File: src/rtl/gci_std_display_fill_engine.sv
// Rectangle fill engine for the display controller's VRAM write port.
// Latches a rectangle on iSTART, clips it to the screen, then issues one
// pixel write per accepted cycle in row-major order. The row base address is
// updated by adding the pitch, so the only multiply is in the one-cycle SETUP.
module gci_std_display_fill_engine #(
    parameter int          P_H_WIDTH   = 640,
    parameter int          P_V_HEIGHT  = 480,
    parameter logic [31:0] P_ADDR_BASE = 32'h0
)(
    input  logic        iCLOCK,
    input  logic        inRESET,
    input  logic        iRESET_SYNC,
    input  logic        iSTART,
    input  logic [9:0]  iX,
    input  logic [9:0]  iY,
    input  logic [10:0] iWIDTH,
    input  logic [9:0]  iHEIGHT,
    input  logic [15:0] iCOLOR,
    output logic        oBUSY,
    output logic        oDONE,
    output logic        oIF_WR_REQ,
    input  logic        iIF_WR_BUSY,
    output logic [31:0] oIF_WR_ADDR,
    output logic [31:0] oIF_WR_DATA
);

    localparam logic [31:0] LP_H = 32'(P_H_WIDTH);
    localparam logic [31:0] LP_V = 32'(P_V_HEIGHT);

    typedef enum logic [1:0] {
        L_IDLE  = 2'd0,
        L_SETUP = 2'd1,
        L_WRITE = 2'd2,
        L_DONE  = 2'd3
    } state_t;

    state_t      state, stateNext;

    logic [9:0]  xStart;
    logic [9:0]  x;
    logic [9:0]  y;
    logic [10:0] width;
    logic [9:0]  height;
    logic [15:0] color;
    logic [9:0]  xEnd;
    logic [9:0]  yEnd;
    logic [31:0] rowAddr;

    logic [31:0] xSum, ySum, xLim, yLim;
    logic        empty;
    logic        accept;
    logic        lastCol;
    logic        lastPixel;

    // Clip bounds and emptiness, evaluated from the latched rectangle (used in SETUP).
    always_comb begin
        xSum      = 32'(xStart) + 32'(width);
        ySum      = 32'(y) + 32'(height);
        xLim      = (xSum > LP_H) ? LP_H : xSum;
        yLim      = (ySum > LP_V) ? LP_V : ySum;
        empty     = (width == 11'd0) || (height == 10'd0) ||
                    (32'(xStart) >= LP_H) || (32'(y) >= LP_V);
        accept    = (state == L_WRITE) && !iIF_WR_BUSY;
        lastCol   = (x == xEnd);
        lastPixel = lastCol && (y == yEnd);
    end

    // State register.
    always_ff @(posedge iCLOCK or negedge inRESET) begin
        if (!inRESET) state <= L_IDLE;
        else          state <= stateNext;
    end

    // Next-state and outputs; the sync abort overrides everything.
    always_comb begin
        stateNext   = state;
        oBUSY       = (state != L_IDLE);
        oDONE       = (state == L_DONE);
        oIF_WR_REQ  = (state == L_WRITE);
        oIF_WR_ADDR = 32'h0;
        oIF_WR_DATA = 32'h0;
        case (state)
            L_IDLE:  if (iSTART) stateNext = L_SETUP;
            L_SETUP: stateNext = empty ? L_DONE : L_WRITE;
            L_WRITE: if (accept && lastPixel) stateNext = L_DONE;
            L_DONE:  stateNext = L_IDLE;
            default: stateNext = L_IDLE;
        endcase
        if (iRESET_SYNC) stateNext = L_IDLE;
        if (state == L_WRITE) begin
            oIF_WR_ADDR = rowAddr + 32'(x);
            oIF_WR_DATA = {16'h0, color};
        end
    end

    // Rectangle latch, clip setup and scan cursor.
    always_ff @(posedge iCLOCK or negedge inRESET) begin
        if (!inRESET) begin
            xStart  <= '0;
            x       <= '0;
            y       <= '0;
            width   <= '0;
            height  <= '0;
            color   <= '0;
            xEnd    <= '0;
            yEnd    <= '0;
            rowAddr <= '0;
        end else if (!iRESET_SYNC) begin
            case (state)
                L_IDLE: if (iSTART) begin
                    xStart <= iX;
                    x      <= iX;
                    y      <= iY;
                    width  <= iWIDTH;
                    height <= iHEIGHT;
                    color  <= iCOLOR;
                end
                L_SETUP: begin
                    // Values are meaningless for an empty rectangle; it never reaches WRITE.
                    xEnd    <= 10'(xLim - 32'd1);
                    yEnd    <= 10'(yLim - 32'd1);
                    rowAddr <= P_ADDR_BASE + 32'(y) * LP_H;
                end
                L_WRITE: if (accept) begin
                    if (lastCol) begin
                        if (!lastPixel) begin
                            x       <= xStart;
                            y       <= y + 10'd1;
                            rowAddr <= rowAddr + LP_H;
                        end
                    end else begin
                        x <= x + 10'd1;
                    end
                end
                default: ;
            endcase
        end
    end

endmodule

File: config.mk
export PLATFORM = sky130hd
export DESIGN_NAME = gci_std_display_fill_engine
export DESIGN_NICKNAME = d
export VERILOG_FILES = /design/src/rtl/gci_std_display_fill_engine.sv
export SDC_FILE = /design/constraint.sdc
export NUM_CORES = 1
export LEC_CHECK = 0
export CORE_ASPECT_RATIO = 0.9
export CORE_MARGIN = 3
export CORE_UTILIZATION = 55
export CTS_CLUSTER_SIZE = 20
export DETAILED_ROUTE_END_ITERATION = 10
export PLACE_DENSITY = 0.81
export SLEW_MARGIN = 0
export SYNTH_ARGS = -nofsm -noshare
export SYNTH_HDL_FRONTEND = slang
export SYNTH_SLANG_ARGS = --single-unit
export TNS_END_PERCENT = 10
File: constraint.sdc
create_clock -name iCLOCK -period 9.2 [get_ports iCLOCK]
set_input_delay 0.92 -clock iCLOCK [delete_from_list [all_inputs] [get_ports iCLOCK]]
set_output_delay 0.92 -clock iCLOCK [all_outputs]
set_load 0.05 [all_outputs]
==> flow_metrics.tcl, run 1 <==
set metrics [dict create \
    crit_path_max_fanout 6 \
    clock.fmax_mhz 239 \
    gp_congestion 0.876 \
    setup_ws_ps 5010 \
    die_area_sq_um 16500 \
    root_buffer "clkbuf_16" \
    min_period_ps 4190 \
    grt_usage_pct 26.3 \
    area_growth_pct 21.8 \
    cts_setup_buffers 0 \
    crit_chain "ha_1, a21o_1, a21oi_1, nor4_1, buf_4, nand2b_1, nor2_1, xnor2_1, nor2_1, clkdlybuf4s50_1" \
    synth.avg_cell_area_sq_um 9.12 \
    grt_pass1_wl_um 34900 \
    clkLatencyLatePin_ps 420 \
    cts_tree "yes" \
    clock-sinks 114 \
    die_w_um 135 \
    diodes 0 \
    grt_start_max_net_pins 73 \
    max_slew_margin_pct 21.0 \
    syn_inst 905 \
    post-place-ws_ps 5420 \
    dr.pass1.iters 5 \
    synth_area_leader_cell "dfrtp_1" \
    syn_area_sq_um 8250 \
    dr_total_vias 7231 \
    status "complete, no violations" \
    critPathCaptureType "primary output" \
    peakVddDrop_mv 0.206 \
    grt_pass1_vias 7114 \
    synth_common_cells "114 x dfrtp_1, 99 x nor2_1, 61 x a21oi_1" \
    met1_length_um 9130 \
    setup_viol 0 \
    wirelength_um 21100 \
    synth_top_area_share_pct 34.6 \
    rsz0062_at_grt "false" \
    hold_class "input port to asynchronous set/reset pin" \
    wl_met2_um 9940 \
    drive_gt1_share_pct 10.1 \
    n_fill_cell 1133 \
    drv_cap 0 \
    cts_hold_buffers 0 \
    antenna_left 0 \
    route.detailed.drc 0 \
    start_util_pct 57.4 \
    nNetsFinal 1112 \
    slowest_delay_ps 810 \
    fin_tns_setup_ps 0 \
    port-buffer-count 112 \
    numCtsBuffers 17 \
    via_per_inst 6.01 \
    cellPowerDensity_nw_per_um2 444 \
    die_h_um 122 \
    clk_path_buf_depth 2 \
    synth_area_leaders "dfrtp_1 35%, ha_1 7.4%, mux2_2 6.8%, xnor2_1 5.2%, nor2_1 4.5%" \
    synth_edf_count 0 \
    clock_skew_ps 9.32 \
    finalCritPeriodShare_pct 45.5 \
    start_kind "flop" \
    slowest_stage "clkdlybuf4s50_1" \
    htree_levels 4 \
    ys_seq_elements 114 \
    cts_resized 0 \
    leakagePower_uw 0.00405 \
    place_hpwl_um 14900 \
    cp.arrival_ps 3270 \
    drt_iter0_markers 540 \
    synth.most_common_cell "dfrtp_1" \
    overflow 0 \
    synth_ff_type "dfrtp_1" \
    hold_viol 0 \
    path_class "flop to primary output" \
    ff2ff_setup_slack_ps 5340 \
    cpMostUsedCell "nor2_1" \
    power.total_uw 4460 \
    cp.required_ps 8280 \
    num_rows 41 \
    highest_layer "met4" \
    fin_area_sq_um 10000 \
    clkSlewWorstSetupHoldPaths_ps 60 \
    core_area_sq_um 14400 \
    routedWlPerCell_um 17.6 \
    maxSlewViolCount 0 \
    wl_met3_um 1580 \
    synth-seq-area-share_pct 34.6 \
    io_pins 129 \
    placed_area_sq_um 9430 \
    antenna_found_initial 0 \
    yosys_warnings 0 \
    tightestPinTransition_ps 1180 \
    synthArstFlopShare_pct 100 \
    synth_cell_types 71 \
]
-- cells in the final DEF, fill, tap and decap left out, types with 16 or more instances in the layout --
cell type | netlist | final
ha_1 | 49 | 48
nor4_1 | 18 | 18
clkdlybuf4s50_1 | 0 | 111
o21ai_0 | 33 | 33
nand2_1 | 58 | 58
nor3_1 | 20 | 20
nor2_1 | 99 | 99
mux2_2 | 50 | 50
and2_1 | 30 | 30
conb_1 | 1 | 16
nand3_1 | 31 | 30
xnor2_1 | 49 | 49
inv_1 | 19 | 19
a21oi_1 | 61 | 61
xor2_1 | 41 | 41
dfrtp_1 | 114 | 114
clkbuf_16 | 0 | 17
-- logic make-up after synthesis --
group | after synthesis | synth area share [%]
flip-flops | 114 | 34.6
other | 1 | 0.0455
AND/OR/NAND/NOR | 305 | 18.2
XOR/XNOR | 90 | 9.55
buffers and inverters | 79 | 4.50
multiplexers | 61 | 8.37
AO/OA/AOI/OAI | 203 | 16.6
adder cells (fa/ha/maj) | 52 | 8.16
-- report_power, final --
| group | total, uW | switching (uW) | leakage (uW) | internal [uW] |
|---|---|---|---|---|
| combinational | 2750 | 1600 | 0.00241 | 1150 |
| sequential | 999 | 279 | 0.00134 | 720 |
| clock | 705 | 239 | 0.000304 | 466 |
| total | 4460 | 2120 | 0.00405 | 2340 |
-- registers in the layout, indices dropped and copies added, names as in the netlist --
signal and cells:
width 11, height 10, x 10, xStart 10, rowAddr 25, xEnd 10, color 16, state 2
yEnd 10, y 10
-- stage by stage --
| step | hold WS, ps | utilization, % | instances |
|---|---|---|---|
| 4_1_cts | 499 | 69.9 | 1204 |
| 5_1_grt | 511 | 69.9 | 1204 |
| 3_3_place_gp | 479 | 65.6 | 1172 |
| 3_5_place_dp | 486 | 65.6 | 1172 |
| 6_report | 488 | 69.9 | 1204 |
| 2_1_floorplan | 469 | - | 920 |
-- per-layer routing --
metal	vias up	global-route usage, %
met4	0	9.01
met5	-	0
met3	48	6.73
li1	3417	-
met1	3495	34.5
met2	271	42.4
-- area by class of cell --
type,instances,area (sq um),share of cell area (%)
multi-input combinational,727,5090,50.7
clock inverter,10,156,1.56
timing repair buffer,119,1170,11.7
tap,193,241,2.40
sequential,114,2850,28.4
clock buffer,22,464,4.62
inverter,19,71.3,0.710
-- worst max-delay path, delay by kind of cell, from the launching register on --
family          cells  cell delay [ps]
xor+xnor            1               80
buf+inv             2             1010
flops               1              440
compound gates      2              290
fa+ha+maj           1              340
simple gates        4              680
-- path summary, 6_finish.rpt --
| check | from | to | cells past startpoint |
|---|---|---|---|
| max | x[8] | oIF_WR_ADDR[24] | 10 |
| min | inRESET | width[5] | 1 |
| max reg2reg | width[0] | xEnd[2] | 13 |
| min reg2reg | color[1] | color[1] | 1 |
| max in group asynchronous | inRESET | rowAddr[8] | 2 |
| min in group iCLOCK | color[1] | color[1] | 1 |
Note: power is estimated with default switching activity, not from simulation.
==> run 2: changes to the inputs <==
--- a/config.mk
+++ b/config.mk
@@ -7,10 +7,10 @@
 export LEC_CHECK = 0
 export CORE_ASPECT_RATIO = 0.9
 export CORE_MARGIN = 3
-export CORE_UTILIZATION = 55
+export CORE_UTILIZATION = 50
 export CTS_CLUSTER_SIZE = 20
 export DETAILED_ROUTE_END_ITERATION = 10
-export PLACE_DENSITY = 0.81
+export PLACE_DENSITY = 0.78
 export SLEW_MARGIN = 0
 export SYNTH_ARGS = -nofsm -noshare
 export SYNTH_HDL_FRONTEND = slang
==> constraint.sdc (replaced) <==
create_clock -name iCLOCK -period 3.6 [get_ports iCLOCK]
set_input_delay 0.36 -clock iCLOCK [delete_from_list [all_inputs] [get_ports iCLOCK]]
set_output_delay 0.36 -clock iCLOCK [all_outputs]
set_load 0.05 [all_outputs]
==> flow_metrics.tcl, run 2 (synthesized netlist as in run 1, its figures left out) <==
set metrics [dict create \
    status "complete, no violations" \
    htree_levels 4 \
    route.detailed.drc 0 \
    clock.fmax_mhz 292 \
    area_growth_pct 24.9 \
    pwr-share-comb_pct 62.9 \
    clkLatencyLatePin_ps 420 \
    grt_start_max_net_pins 71 \
    die_h_um 128 \
    setup_viol 0 \
    power_switching_uw 5430 \
    num_rows 43 \
    via_per_inst 5.83 \
    dr.pass1.iters 6 \
    hold_viol 0 \
    fin_util_pct 65.4 \
    leakagePower_uw 0.00424 \
    clkSlewWorstSetupHoldPaths_ps 60 \
    drv_cap 0 \
    core_area_sq_um 15800 \
    nNetsFinal 1127 \
    start_util_pct 52.3 \
    die_w_um 141 \
    place_hpwl_um 15400 \
    numCtsBuffers 17 \
    antenna_left 0 \
    antenna_found_initial 0 \
    power.total_uw 11700 \
    clock-sinks 114 \
    tightestPinTransition_ps 955 \
    path_class "flop to flop" \
    cp.required_ps 3960 \
    dr_total_vias 7164 \
    power.share.clock_pct 15.6 \
    rsz0062_at_grt "false" \
    die_area_sq_um 18100 \
    mostFrequentLayoutCell "dfrtp_1" \
    swShare_pct 46.6 \
    min_period_ps 3430 \
    clk_path_buf_depth 2 \
    diodes 0 \
    port-buffer-count 112 \
    cellPowerDensity_nw_per_um2 1130 \
    grt_usage_pct 23.8 \
    crit_path_max_fanout 6 \
    root_buffer "clkbuf_16" \
    wirelength_um 21000 \
    finalCritPeriodShare_pct 95.1 \
    start_kind "flop" \
    regMostFlops "rowAddr" \
    gp_congestion 0.888 \
    io_pins 129 \
    grt_pass1_vias 7089 \
    n_fill_cell 1295 \
    reg_top3 "rowAddr: 25 flops, color: 16 flops, width: 11 flops" \
    cts_tree "yes" \
    seqPwrFrac_pct 21.5 \
    fin_tns_setup_ps 0 \
    peakVddDrop_mv 0.526 \
    cp.arrival_ps 3780 \
    seq_area_sq_um 2850 \
    hold_class "input port to asynchronous set/reset pin" \
    max_slew_margin_pct 36.1 \
    p_int_uw 6220 \
    largest_reg_flops 25 \
    drive_gt1_share_pct 14.8 \
    mostFrequentLayoutCells "114 x dfrtp_1, 99 x nor2_1, 86 x clkdlybuf4s50_1" \
    multiInputGateArea_sq_um 5120 \
    drt_iter0_markers 522 \
    maxSlewViolCount 0 \
    grt_pass1_wl_um 35000 \
    overflow 0 \
    routedWlPerCell_um 17.1 \
    critPathCaptureType "flop" \
    clock_skew_ps 11.1 \
]
-- run 2: layout make-up --
cell class	count	share of cell area, %
Timing Repair Buffer	134	13.2
Clock inverter	10	1.49
Multi-Input combinational cell	727	49.7
Clock buffer	22	4.70
Inverter	19	0.692
Sequential cell	114	27.7
Tap cell	202	2.45
-- run 2: critical path, stage by stage (launching register included) --
cell and delay, ps:
dfrtp_1 390, ha_1 240, fa_2 410, a21o_1 200
a21oi_2 220, xor2_1 230, nand4_1 160, a21o_1 250
a21oi_2 190, nand2_1 80, ha_2 220, or4_1 520
a21oi_1 130, nand3b_1 120
-- run 2: what timing repair did --
| item | in CTS | in global routing |
|---|---|---|
| hold buffers | 0 | 0 |
| gates resized for setup | 0 | 10 |
| endpoints found under the hold margin | 0 | 0 |
| setup endpoints to repair | 0 | 5 |
| buffers inserted | 0 | 1 |
-- run 2: path summary, 6_finish.rpt --
path,slack [ps],endpoint,start,cells after the start
worst max-delay path,170,xEnd[2],width[0],13
worst min-delay path,20,color[13],inRESET,1
worst max register to register,170,xEnd[2],width[0],13
worst min register to register,490,color[3],color[3],1
max in group asynchronous,2800,x[0],inRESET,2
min in group iCLOCK,490,color[3],color[3],1
-- run 2: power by group through the flow --
| stage | Combinational (uW) | Sequential (uW) | Clock, uW |
|---|---|---|---|
| 2_1_floorplan | 5630 | 2260 | 0 |
| 3_3_place_gp | 7040 | 2480 | 0 |
| 3_5_place_dp | 7140 | 2510 | 0 |
| 4_1_cts | 7200 | 2490 | 1850 |
| 5_1_grt | 8110 | 2580 | 1910 |
| 6_report | 7330 | 2500 | 1820 |
-- run 2: through the flow --
| stage | instances | hold WS (ps) | setup WS, ps | area, sq um |
|---|---|---|---|---|
| after global placement | 1195 | 479 | 127 | 9620 |
| final | 1228 | 23.4 | 175 | 10300 |
| after CTS | 1227 | 58.4 | 11.0 | 10300 |
| after detailed placement | 1195 | 485 | 51.0 | 9620 |
| after floorplan | 920 | 64.4 | 169 | 8310 |
| after global routing | 1228 | 77.5 | 6.54 | 10300 |
-- run 2: per-layer routing --
layer / share of wire (%) / track usage [%]
met5: 0 / 0
met1: 45 / 31.4
met2: 48 / 38.9
met4: 1.5 / 6.94
met3: 6.3 / 6.27
